$ cat config.mk
export PLATFORM = sky130hd
export DESIGN_NAME = recv_n_bytes
export DESIGN_NICKNAME = d
export VERILOG_FILES = /design/src/rtl/recv_n_bytes.sv
export SDC_FILE = /design/constraint.sdc
export NUM_CORES = 1
export LEC_CHECK = 0
export ABC_AREA = 1
export BUFFER_PORTS_ARGS = -buffer_cell sky130_fd_sc_hd__buf_2
export CORE_MARGIN = 5
export CORE_UTILIZATION = 55
export CTS_BUF_LIST = sky130_fd_sc_hd__clkbuf_4 sky130_fd_sc_hd__clkbuf_8
export CTS_CLUSTER_DIAMETER = 40
export CTS_CLUSTER_SIZE = 25
export DETAILED_ROUTE_END_ITERATION = 10
export GPL_ROUTABILITY_DRIVEN = 0
export GPL_TIMING_DRIVEN = 0
export PLACE_DENSITY = 0.86
export SYNTH_ARGS = -nofsm -noshare
export SYNTH_HDL_FRONTEND = slang
export SYNTH_SLANG_ARGS = --single-unit
export TNS_END_PERCENT = 100
$ cat constraint.sdc
create_clock -name clk_i -period 1.7 [get_ports clk_i]
set_clock_uncertainty 0.2 [all_clocks]
set_input_delay 0.255 -clock clk_i [delete_from_list [all_inputs] [get_ports clk_i]]
set_output_delay 0.255 -clock clk_i [all_outputs]
set_load 0.02 [all_outputs]
$ cat src/rtl/recv_n_bytes.sv
// UART receiver that packs BYTE_NUM consecutive good bytes into one word, first byte in the MSB byte.
// Define RECV_PARITY_CHECK_EN for 11-bit frames with a parity check; otherwise frames are 8N1.
module recv_n_bytes #(
   parameter int CLK_FREQ     = 50,
   parameter int BAUD_RATE    = 9600,
   parameter int CHECK_SEL    = 1,
   parameter int BYTE_NUM     = 4,
   parameter int TIMEOUT_BITS = 20
) (
   input  logic                  clk_i,
   input  logic                  rst_i,
   input  logic                  uart_rxd_i,
   output logic [8*BYTE_NUM-1:0] nbytes_data_in_o,
   output logic                  rx_nbytes_done_o,
   output logic                  rx_nbytes_busy_o,
   output logic                  parity_err_o,
   output logic                  frame_err_o,
   output logic                  rx_timeout_o
);
   localparam int BIT_CNT  = CLK_FREQ * 1_000_000 / BAUD_RATE;
   localparam int HALF_CNT = BIT_CNT / 2;
   localparam int IDLE_LIM = TIMEOUT_BITS * BIT_CNT;
   localparam int CW       = $clog2(BIT_CNT + 1);
   localparam int TW       = $clog2(IDLE_LIM + 1);
   localparam int NW       = $clog2(BYTE_NUM + 1);
   localparam int WW       = 8 * BYTE_NUM;

   typedef enum logic [2:0] {
      S_IDLE   = 3'd0,
      S_START  = 3'd1,
      S_DATA   = 3'd2,
      S_PARITY = 3'd3,
      S_STOP   = 3'd4
   } state_t;

   state_t          state_r, state_nxt_s;
   logic            rxd_meta_r, rxd_sync_r, rxd_prev_r;
   logic            fall_s;
   logic [CW-1:0]   bit_cnt_r;
   logic [2:0]      bit_idx_r;
   logic [7:0]      data_r;
   logic [NW-1:0]   byte_cnt_r;
   logic [WW-1:0]   shift_r, assembled_s, word_r;
   logic [TW-1:0]   idle_cnt_r;
   logic            bit_done_s, start_ok_s, data_smp_s, stop_smp_s;
   logic            frame_bad_s, par_bad_s, byte_good_s, timeout_s;
   logic            done_r, busy_r, perr_r, ferr_r, tout_r;

`ifdef RECV_PARITY_CHECK_EN
   localparam logic CHK_ODD = (CHECK_SEL != 0);
   logic par_smp_s;
   logic par_r;

   function automatic logic xor9(input logic [7:0] d, input logic p);
      return ^{d, p};
   endfunction

   // Capture the received parity bit
   always_ff @(posedge clk_i) begin
      if (rst_i) begin
         par_r <= 1'b0;
      end else if (par_smp_s) begin
         par_r <= rxd_sync_r;
      end
   end
`else
   logic unused_check_sel_s;
   assign unused_check_sel_s = (CHECK_SEL != 0);
`endif

   // Falling edge only counts once the line has been seen high after reset or a bad stop bit
   assign fall_s = rxd_prev_r & ~rxd_sync_r;

   generate
      if (BYTE_NUM == 1) begin : g_single
         assign assembled_s = data_r;
      end else begin : g_multi
         assign assembled_s = {shift_r[WW-9:0], data_r};
      end
   endgenerate

   // Input synchroniser and FSM state register
   always_ff @(posedge clk_i) begin
      if (rst_i) begin
         rxd_meta_r <= 1'b0;
         rxd_sync_r <= 1'b0;
         rxd_prev_r <= 1'b0;
         state_r    <= S_IDLE;
      end else begin
         rxd_meta_r <= uart_rxd_i;
         rxd_sync_r <= rxd_meta_r;
         rxd_prev_r <= rxd_sync_r;
         state_r    <= state_nxt_s;
      end
   end

   // Next-state logic
   always_comb begin
      state_nxt_s = state_r;
      case (state_r)
         S_IDLE:   if (fall_s) state_nxt_s = S_START; else state_nxt_s = S_IDLE;
         S_START:  if (bit_done_s) state_nxt_s = rxd_sync_r ? S_IDLE : S_DATA; else state_nxt_s = S_START;
`ifdef RECV_PARITY_CHECK_EN
         S_DATA:   if (bit_done_s && bit_idx_r == 3'd7) state_nxt_s = S_PARITY; else state_nxt_s = S_DATA;
`else
         S_DATA:   if (bit_done_s && bit_idx_r == 3'd7) state_nxt_s = S_STOP; else state_nxt_s = S_DATA;
`endif
         S_PARITY: if (bit_done_s) state_nxt_s = S_STOP; else state_nxt_s = S_PARITY;
         S_STOP:   if (bit_done_s) state_nxt_s = S_IDLE; else state_nxt_s = S_STOP;
         default:  state_nxt_s = S_IDLE;
      endcase
   end

   // Sampling strobes: half a bit into START, then one full bit per later state
   always_comb begin
      bit_done_s = 1'b0;
      start_ok_s = 1'b0;
      data_smp_s = 1'b0;
      stop_smp_s = 1'b0;
`ifdef RECV_PARITY_CHECK_EN
      par_smp_s  = 1'b0;
`endif
      case (state_r)
         S_START: begin
            bit_done_s = (bit_cnt_r == CW'(HALF_CNT - 1));
            start_ok_s = bit_done_s & ~rxd_sync_r;
         end
         S_DATA: begin
            bit_done_s = (bit_cnt_r == CW'(BIT_CNT - 1));
            data_smp_s = bit_done_s;
         end
         S_PARITY: begin
            bit_done_s = (bit_cnt_r == CW'(BIT_CNT - 1));
`ifdef RECV_PARITY_CHECK_EN
            par_smp_s  = bit_done_s;
`endif
         end
         S_STOP: begin
            bit_done_s = (bit_cnt_r == CW'(BIT_CNT - 1));
            stop_smp_s = bit_done_s;
         end
         default: bit_done_s = 1'b0;
      endcase
   end

   // Byte verdict at the stop sample, frame error taking priority, plus idle expiry
   always_comb begin
      frame_bad_s = stop_smp_s & ~rxd_sync_r;
`ifdef RECV_PARITY_CHECK_EN
      par_bad_s   = stop_smp_s & rxd_sync_r & (xor9(data_r, par_r) != CHK_ODD);
`else
      par_bad_s   = 1'b0;
`endif
      byte_good_s = stop_smp_s & rxd_sync_r & ~par_bad_s;
      timeout_s   = (state_r == S_IDLE) && (byte_cnt_r != NW'(0)) && (idle_cnt_r == TW'(IDLE_LIM - 1));
   end

   // Bit timer and LSB-first deserialiser
   always_ff @(posedge clk_i) begin
      if (rst_i) begin
         bit_cnt_r <= CW'(0);
         bit_idx_r <= 3'd0;
         data_r    <= 8'd0;
      end else begin
         if (state_r == S_IDLE || bit_done_s) bit_cnt_r <= CW'(0);
         else                                 bit_cnt_r <= bit_cnt_r + CW'(1);
         if (start_ok_s) begin
            bit_idx_r <= 3'd0;
         end else if (data_smp_s) begin
            bit_idx_r <= bit_idx_r + 3'd1;
            data_r    <= {rxd_sync_r, data_r[7:1]};
         end
      end
   end

   // Packet assembly, status pulses and busy flag
   always_ff @(posedge clk_i) begin
      if (rst_i) begin
         byte_cnt_r <= NW'(0);
         shift_r    <= {WW{1'b0}};
         word_r     <= {WW{1'b0}};
         done_r     <= 1'b0;
         busy_r     <= 1'b0;
         perr_r     <= 1'b0;
         ferr_r     <= 1'b0;
         tout_r     <= 1'b0;
      end else begin
         done_r <= 1'b0;
         perr_r <= 1'b0;
         ferr_r <= 1'b0;
         tout_r <= 1'b0;
         if (timeout_s) begin
            byte_cnt_r <= NW'(0);
            busy_r     <= 1'b0;
            tout_r     <= 1'b1;
         end else if (frame_bad_s) begin
            byte_cnt_r <= NW'(0);
            busy_r     <= 1'b0;
            ferr_r     <= 1'b1;
         end else if (par_bad_s) begin
            byte_cnt_r <= NW'(0);
            busy_r     <= 1'b0;
            perr_r     <= 1'b1;
         end else if (byte_good_s) begin
            if (byte_cnt_r == NW'(BYTE_NUM - 1)) begin
               word_r     <= assembled_s;
               done_r     <= 1'b1;
               busy_r     <= 1'b0;
               byte_cnt_r <= NW'(0);
            end else begin
               shift_r    <= assembled_s;
               byte_cnt_r <= byte_cnt_r + NW'(1);
            end
         end else if (start_ok_s) begin
            busy_r <= 1'b1;
         end
      end
   end

   // Inter-byte idle timer: runs only in IDLE with a partial packet, paused inside a frame
   always_ff @(posedge clk_i) begin
      if (rst_i) begin
         idle_cnt_r <= TW'(0);
      end else if (byte_cnt_r == NW'(0) || start_ok_s || timeout_s) begin
         idle_cnt_r <= TW'(0);
      end else if (state_r == S_IDLE) begin
         idle_cnt_r <= idle_cnt_r + TW'(1);
      end
   end

   assign nbytes_data_in_o = word_r;
   assign rx_nbytes_done_o = done_r;
   assign rx_nbytes_busy_o = busy_r;
   assign parity_err_o     = perr_r;
   assign frame_err_o      = ferr_r;
   assign rx_timeout_o     = tout_r;

endmodule

==> results.py, run 1 <==
metrics = {
    "global_route": {
        "grt.overflow.total": 0,
        "grt_util_all_layers_pct": 24.2,
        "via_count_of_the_first_global_routing_pass": 4592,
        "grt_pass1_wl_mm": 20.5,
        "largest_net_degree_at_the_start_of_global_routing": 20,
        "grt_antenna_before_repair": 0,
    },
    "floorplanning": {
        "die-width_um": 103,
        "fp.dieH_um": 103,
        "floorplan.die_area_um2": 10600,
        "num_ports": 40,
        "initial_core_util_pct": 55.4,
        "row_cnt": 34,
        "coreArea_um2": 8590,
    },
    "logic_synthesis": {
        "synthesis.area_per_instance_um2": 7.32,
        "synth_fp_nets": 659,
        "post_synth_num_cell_types": 35,
        "syn_inst": 650,
        "synth_ff_type": "sky130_fd_sc_hd__dfxtp_1",
        "asyncSetResetFlopFracSynth_pct": 0,
        "synth.ff_latch_count": 110,
        "count_of_flip_flops_with_a_built_in_enable_after_synthesis": 0,
        "seq_area_frac_synth_pct": 46.3,
        "syn-cell-area_um2": 4760,
        "yosysWarnings": 0,
    },
    "critical_path": {
        "crit_path_max_incr_delay_ns": 0.37,
        "crit_path_max_fanout": 5,
        "timing.critical_path.to_type": "flop",
        "setup.worst_path.class": "reg2reg",
        "critical_path.top_delay_family": "simple AND/OR/NAND/NOR gates",
        "r2r_slack_ns": -0.36,
        "crit_arrival_ns": 2.15,
        "cp_num_buf_inv": 4,
        "critical_path.reg2reg.startpoint": "bit_cnt_r[11]",
        "setup.worst_path.start": "bit_cnt_r[11]",
        "ff2ff_path_depth": 11,
        "timing.critical_path.cells": "inv_1, nand2_1, nor2_2, nand3_4, buf_6, nor3_4, buf_4, buf_4, nand3_1, nand2_1, nor2_1",
        "r2r-end": "shift_r[6]",
        "crit_slowest_cell": "sky130_fd_sc_hd__dfxtp_1",
        "timing.critical_path.required_ns": 1.79,
        "start_kind": "flop",
    },
    "status": {
        "result_of_the_run": "complete, but fails checks",
        "violations": "negative setup slack",
    },
    "run": {
        "cap_viol_max_count": 0,
    },
    "finish": {
        "final_net_count": 752,
        "seqCellArea_um2": 2230,
        "fin_area_um2": 6350,
        "layoutNonFillerInstCount": 856,
        "fraction_of_final_layout_cells_sized_beyond_drive_strength_1_pct": 35.7,
        "area_growth_pct": 33.4,
        "commonest_cells_after_routing_fill_and_taps_aside": "sky130_fd_sc_hd__nor2_1, sky130_fd_sc_hd__nand2_1, sky130_fd_sc_hd__dfxtp_1",
        "antenna-diode-count": 0,
        "mostFrequentLayoutCell": "sky130_fd_sc_hd__nor2_1",
        "multi_input_area_um2": 2690,
        "layout.filler_cells": 587,
    },
    "placement": {
        "placed_cell_area_um2": 5130,
        "post_placement_cell_count": 795,
        "hpwl_mm": 7.22,
        "number_of_buffer_cells_added_on_primary_ports": 37,
    },
    "sta": {
        "finalHoldViolCount": 0,
        "rsz_0062_raised_after_global_routing": "true",
        "tightest_slew_ns": 0.735,
        "final-max-slew-violation-count": 0,
        "layout_min_cycle_time_ns": 2.06,
        "maxSlewHeadroom_pct": 51.0,
        "worst_slack_ns": -0.362,
        "max_freq_ghz": 0.485,
        "post-route-period-util_pct": 121,
        "setup_violations": 105,
    },
    "clocking": {
        "sinks_on_clock_net": 110,
        "tritoncts.num_buffers": 9,
        "tritoncts": "yes",
        "insertion_delay_to_the_later_sink_of_the_worst_skew_pair_ns": 0.38,
        "root_buffer": "sky130_fd_sc_hd__clkbuf_8",
        "cts_max_level": 3,
        "cts.clk_slew.worst_paths_ns": 0.11,
        "clockBufferDepth": 2,
    },
    "power_and_ir_drop": {
        "power.net_switching_mw": 1.07,
        "vdd.ir_drop.worst_v": 0.000561,
        "power.sequential.fraction_pct": 60.8,
        "pwr_density_cell_nw_per_um2": 670,
        "power.share.combinational_pct": 3.4,
        "switching_share_of_power_pct": 25.2,
        "post-layout-total-power_mw": 4.25,
        "clock_power_share_pct": 35.8,
        "internal_power_mw": 3.18,
        "p_leak_nw": 2.58,
    },
    "drt": {
        "detail_route.wirelength_mm": 14.0,
        "vias_per_cell": 5.62,
        "initialDrtViolationCount": 296,
        "wl_per_cell_um": 16.4,
        "drt_pass1_iterations": 5,
        "drcViolationCount": 0,
        "route.vias.total": 4808,
        "drt.antenna.violating_nets": 0,
    },
    "min_path": {
        "holdCritPathClass": "in2reg",
        "timing.hold.worst_endpoint": "rx_nbytes_done_o",
        "hold_depth": 2,
        "hp-start": "rst_i",
    },
}
## logic make-up (layout without fill, tap and decap cells)
group | count (synthesis) | in the layout | share of synthesized area, %
xor+xnor | 12 | 12 | 2.21
other cells | 1 | 1 | 0.0788
simple gates | 370 | 371 | 34.8
flops | 110 | 110 | 46.3
buf+inv | 81 | 178 | 7.50
fa+ha+maj | 6 | 6 | 1.58
compound gates | 70 | 70 | 7.55
## flip-flops by register name (all words and copies together) (netlist names), 3 cells and up
register,cells
bit_cnt_r,13
bit_idx_r,3
byte_cnt_r,3
data_r,8
idle_cnt_r,17
nbytes_data_in_o,32
shift_r,24
state_r,3
## metal layers
layer	vias up	share of wire (%)	GRT usage (%)	routed length (um)
met5	-	0	0	0
met4	0	5.6	10.1	785
met3	77	6.3	4.80	887
met2	234	51	44.1	7140
met1	2246	37	27.5	5210
li1	2251	-	-	-
## worst reg2reg max path, cell delays in order, from the launching register on
cell and delay, ns:
sky130_fd_sc_hd__dfxtp_1 0.37, sky130_fd_sc_hd__inv_1 0.14, sky130_fd_sc_hd__nand2_1 0.10, sky130_fd_sc_hd__nor2_2 0.14, sky130_fd_sc_hd__nand3_4 0.13, sky130_fd_sc_hd__buf_6 0.15, sky130_fd_sc_hd__nor3_4 0.21, sky130_fd_sc_hd__buf_4 0.16
sky130_fd_sc_hd__buf_4 0.13, sky130_fd_sc_hd__nand3_1 0.10, sky130_fd_sc_hd__nand2_1 0.10, sky130_fd_sc_hd__nor2_1 0.05
## power by group through the flow
stage | clock, mW | combinational [mW] | sequential, mW
after global placement | 0 | 0.0963 | 2.64
after global routing | 1.64 | 0.156 | 2.59
final | 1.52 | 0.142 | 2.58
after detailed placement | 0 | 0.0991 | 2.64
after floorplan | 0 | 0.0752 | 2.64
after CTS | 1.51 | 0.117 | 2.59
## metrics by stage
stage / hold slack, ns / util [%] / setup WS [ns] / TNS, ns
floorplan: 0.162 / - / -0.00353 / -0.0974
global placement: 0.190 / 59.8 / -0.252 / -12.46
detailed placement: 0.200 / 59.8 / -0.277 / -15.50
CTS: 0.0594 / 68.8 / -0.156 / -8.54
global route: 0.129 / 73.8 / -0.460 / -29.55
finish: 0.104 / 73.8 / -0.362 / -20.12
## repair_timing
action,4_1_cts,5_1_grt
buffers inserted,26,8
gates cloned,9,4
hold buffers,1,0
resized for setup,90,113
endpoints found under the setup margin,96,106
pin swaps,16,25
hold endpoints to repair,1,0
## how the worst max path moves through the flow
stage | endpoint | slack [ns] | cells past startpoint
floorplan | nbytes_data_in_o[7] | -0.004 | 9
global placement | idle_cnt_r[10] | -0.25 | 9
detailed placement | idle_cnt_r[10] | -0.28 | 9
CTS | shift_r[6] | -0.16 | 10
global route | shift_r[6] | -0.46 | 11
finish | shift_r[6] | -0.36 | 11
## synth_stat cells (9+ instances only)
cell type	number	area, um2
sky130_fd_sc_hd__a21oi_1	22	110
sky130_fd_sc_hd__clkbuf_1	9	33.8
sky130_fd_sc_hd__dfxtp_1	110	2200
sky130_fd_sc_hd__inv_1	49	184
sky130_fd_sc_hd__nand2_1	111	417
sky130_fd_sc_hd__nand3_1	37	185
sky130_fd_sc_hd__nand3b_1	18	135
sky130_fd_sc_hd__nand4_1	9	56.3
sky130_fd_sc_hd__nor2_1	167	627
sky130_fd_sc_hd__o21ai_0	17	85.1
sky130_fd_sc_hd__o21ai_1	28	140
## area by class of cell
class | count | area share [%]
plain buffers | 24 | 3.29
clock buffers | 9 | 1.95
repair buffers | 81 | 10.5
inverters | 57 | 3.63
well taps | 108 | 2.13
clock inverters | 7 | 0.946
multi-input cells | 460 | 42.4
flip-flops and latches | 110 | 35.1
(Power assumes the default switching activity.)
==> inputs of run 2 (changes only) <==
--- a/config.mk
+++ b/config.mk
@@ -7,15 +7,17 @@
 export LEC_CHECK = 0
 export ABC_AREA = 1
 export BUFFER_PORTS_ARGS = -buffer_cell sky130_fd_sc_hd__buf_2
+export CELL_PAD_IN_SITES_DETAIL_PLACEMENT = 1
+export CELL_PAD_IN_SITES_GLOBAL_PLACEMENT = 1
 export CORE_MARGIN = 5
-export CORE_UTILIZATION = 55
+export CORE_UTILIZATION = 41
 export CTS_BUF_LIST = sky130_fd_sc_hd__clkbuf_4 sky130_fd_sc_hd__clkbuf_8
 export CTS_CLUSTER_DIAMETER = 40
 export CTS_CLUSTER_SIZE = 25
 export DETAILED_ROUTE_END_ITERATION = 10
 export GPL_ROUTABILITY_DRIVEN = 0
 export GPL_TIMING_DRIVEN = 0
-export PLACE_DENSITY = 0.86
+export PLACE_DENSITY = 0.87
 export SYNTH_ARGS = -nofsm -noshare
 export SYNTH_HDL_FRONTEND = slang
 export SYNTH_SLANG_ARGS = --single-unit
==> results.py, run 2 (synthesis gave the netlist of run 1 again) <==
metrics = {
    "floorplanning": {
        "coreArea_um2": 11400,
        "floorplan.die_area_um2": 13900,
        "num_ports": 40,
        "row_cnt": 39,
        "fp.dieH_um": 118,
        "die-width_um": 118,
        "initial_core_util_pct": 41.7,
    },
    "min_path": {
        "hold_depth": 2,
        "holdCritPathClass": "in2reg",
        "hp-start": "rst_i",
        "timing.hold.worst_endpoint": "rx_nbytes_done_o",
    },
    "critical_path": {
        "timing.critical_path.required_ns": 1.85,
        "r2r-end": "nbytes_data_in_o[13]",
        "ff2ff_path_depth": 11,
        "setup.worst_path.class": "reg2reg",
        "critical_path.reg2reg.startpoint": "bit_cnt_r[1]",
        "timing.critical_path.to_type": "flop",
        "crit_path_max_fanout": 7,
        "start_kind": "flop",
        "r2r_slack_ns": -0.33,
        "crit_arrival_ns": 2.18,
    },
    "clocking": {
        "root_buffer": "sky130_fd_sc_hd__clkbuf_8",
        "cts_max_level": 3,
        "insertion_delay_to_the_later_sink_of_the_worst_skew_pair_ns": 0.42,
        "cts.clk_slew.worst_paths_ns": 0.12,
        "tritoncts.num_buffers": 9,
        "clockBufferDepth": 2,
        "sinks_on_clock_net": 110,
        "tritoncts": "yes",
    },
    "drt": {
        "drcViolationCount": 0,
        "initialDrtViolationCount": 307,
        "wl_per_cell_um": 20.0,
        "vias_per_cell": 5.40,
        "detail_route.wirelength_mm": 18.0,
        "drt.antenna.violating_nets": 0,
        "route.vias.total": 4855,
        "drt_pass1_iterations": 5,
    },
    "global_route": {
        "grt.overflow.total": 0,
        "grt_util_all_layers_pct": 20.6,
        "via_count_of_the_first_global_routing_pass": 4884,
        "largest_net_degree_at_the_start_of_global_routing": 22,
        "grt_pass1_wl_mm": 23.6,
        "grt_antenna_before_repair": 0,
    },
    "finish": {
        "fraction_of_final_layout_cells_sized_beyond_drive_strength_1_pct": 39.7,
        "finish.utilization_pct": 58.2,
        "layout.filler_cells": 1361,
        "commonest_cells_after_routing_fill_and_taps_aside": "sky130_fd_sc_hd__nor2_1, sky130_fd_sc_hd__nand2_1, sky130_fd_sc_hd__dfxtp_1",
        "seqCellArea_um2": 2240,
        "mostFrequentLayoutCell": "sky130_fd_sc_hd__nor2_1",
        "area_growth_pct": 39.6,
        "antenna-diode-count": 0,
        "largest_register_ff_count": 32,
        "multi_input_area_um2": 2820,
        "final_net_count": 760,
    },
    "sta": {
        "final-max-slew-violation-count": 0,
        "rsz_0062_raised_after_global_routing": "true",
        "finalHoldViolCount": 0,
        "maxSlewHeadroom_pct": 40.7,
        "max_freq_ghz": 0.493,
        "hold_slack_final_ns": 0.0884,
        "tightest_slew_ns": 0.889,
        "setup_violations": 104,
        "layout_min_cycle_time_ns": 2.03,
        "post-route-period-util_pct": 119,
        "worst_slack_ns": -0.330,
    },
    "placement": {
        "hpwl_mm": 9.17,
        "number_of_buffer_cells_added_on_primary_ports": 37,
    },
    "run": {
        "cap_viol_max_count": 0,
    },
    "status": {
        "violations": "negative setup slack",
        "result_of_the_run": "complete, but fails checks",
    },
    "power_and_ir_drop": {
        "p_leak_nw": 2.72,
        "vdd.ir_drop.worst_v": 0.000643,
        "pwr_density_cell_nw_per_um2": 666,
    },
}
==> run 2: worst max-delay path, cell delays in order (launching register included) <==
cell	delay, ns
sky130_fd_sc_hd__dfxtp_2	0.37
sky130_fd_sc_hd__ha_4	0.17
sky130_fd_sc_hd__nand2_4	0.06
sky130_fd_sc_hd__nor2_4	0.10
sky130_fd_sc_hd__nand3_4	0.13
sky130_fd_sc_hd__nor2_8	0.17
sky130_fd_sc_hd__nand3_4	0.16
sky130_fd_sc_hd__buf_12	0.20
sky130_fd_sc_hd__clkinv_16	0.07
sky130_fd_sc_hd__clkbuf_16	0.15
sky130_fd_sc_hd__nor2_1	0.05
sky130_fd_sc_hd__nor2_1	0.13
==> run 2: worst max path at each step <==
| stage | startpoint | endpoint | slack, ns | depth (start not counted) |
|---|---|---|---|---|
| 3_5_place_dp | rst_i | nbytes_data_in_o[28] | -0.40 | 6 |
| 2_1_floorplan | bit_cnt_r[1] | nbytes_data_in_o[7] | -0.004 | 9 |
| 4_1_cts | bit_cnt_r[0] | shift_r[6] | -0.20 | 10 |
| 6_report | bit_cnt_r[1] | nbytes_data_in_o[13] | -0.33 | 11 |
| 5_1_grt | bit_cnt_r[1] | state_r[2] | -0.43 | 9 |
| 3_3_place_gp | rst_i | frame_err_o | -0.37 | 6 |
==> run 2: cell type report <==
type | count | share of cell area, %
inverters | 57 | 3.79
plain buffers | 23 | 3.11
clock inverters | 7 | 1.13
multi-input cells | 459 | 42.4
repair buffers | 91 | 11.3
well taps | 143 | 2.69
clock buffers | 9 | 1.87
flip-flops and latches | 110 | 33.7
==> run 2: stage by stage <==
stage | setup WS [ns] | power (mW) | instances | cell area [um2] | TNS, ns
after global routing | -0.432 | 4.57 | 899 | 6640 | -28.71
final | -0.330 | 4.42 | 899 | 6640 | -21.37
after floorplan | -0.00353 | 2.72 | 650 | 4810 | -0.0974
after detailed placement | -0.402 | 2.75 | 830 | 5180 | -22.67
after CTS | -0.200 | 4.37 | 876 | 5990 | -9.57
after global placement | -0.373 | 2.74 | 830 | 5180 | -17.64
==> run 2: report_power, final <==
part	total (mW)	switching, mW	internal (mW)
Clock	1.68	1.10	0.583
Sequential	2.58	0.00567	2.57
Combinational	0.165	0.108	0.0565
Total	4.42	1.21	3.21
==> run 2: repair_timing <==
action | in CTS | in global routing
gates resized for setup | 94 | 160
hold buffers | 1 | 0
buffers inserted | 24 | 23
cloned | 5 | 3
hold endpoints to repair | 1 | 0
pin swaps | 11 | 57
setup endpoints to repair | 97 | 105
==> run 2: layer usage <==
layer  vias to the layer above  share of wire, %  track usage, %
met4                         0               4.1            10.1
met3                        64               3.7            3.17
met1                      2390                39            23.7
li1                       2266                 -               -
met5                         -                 0               0
met2                       135                53            37.0
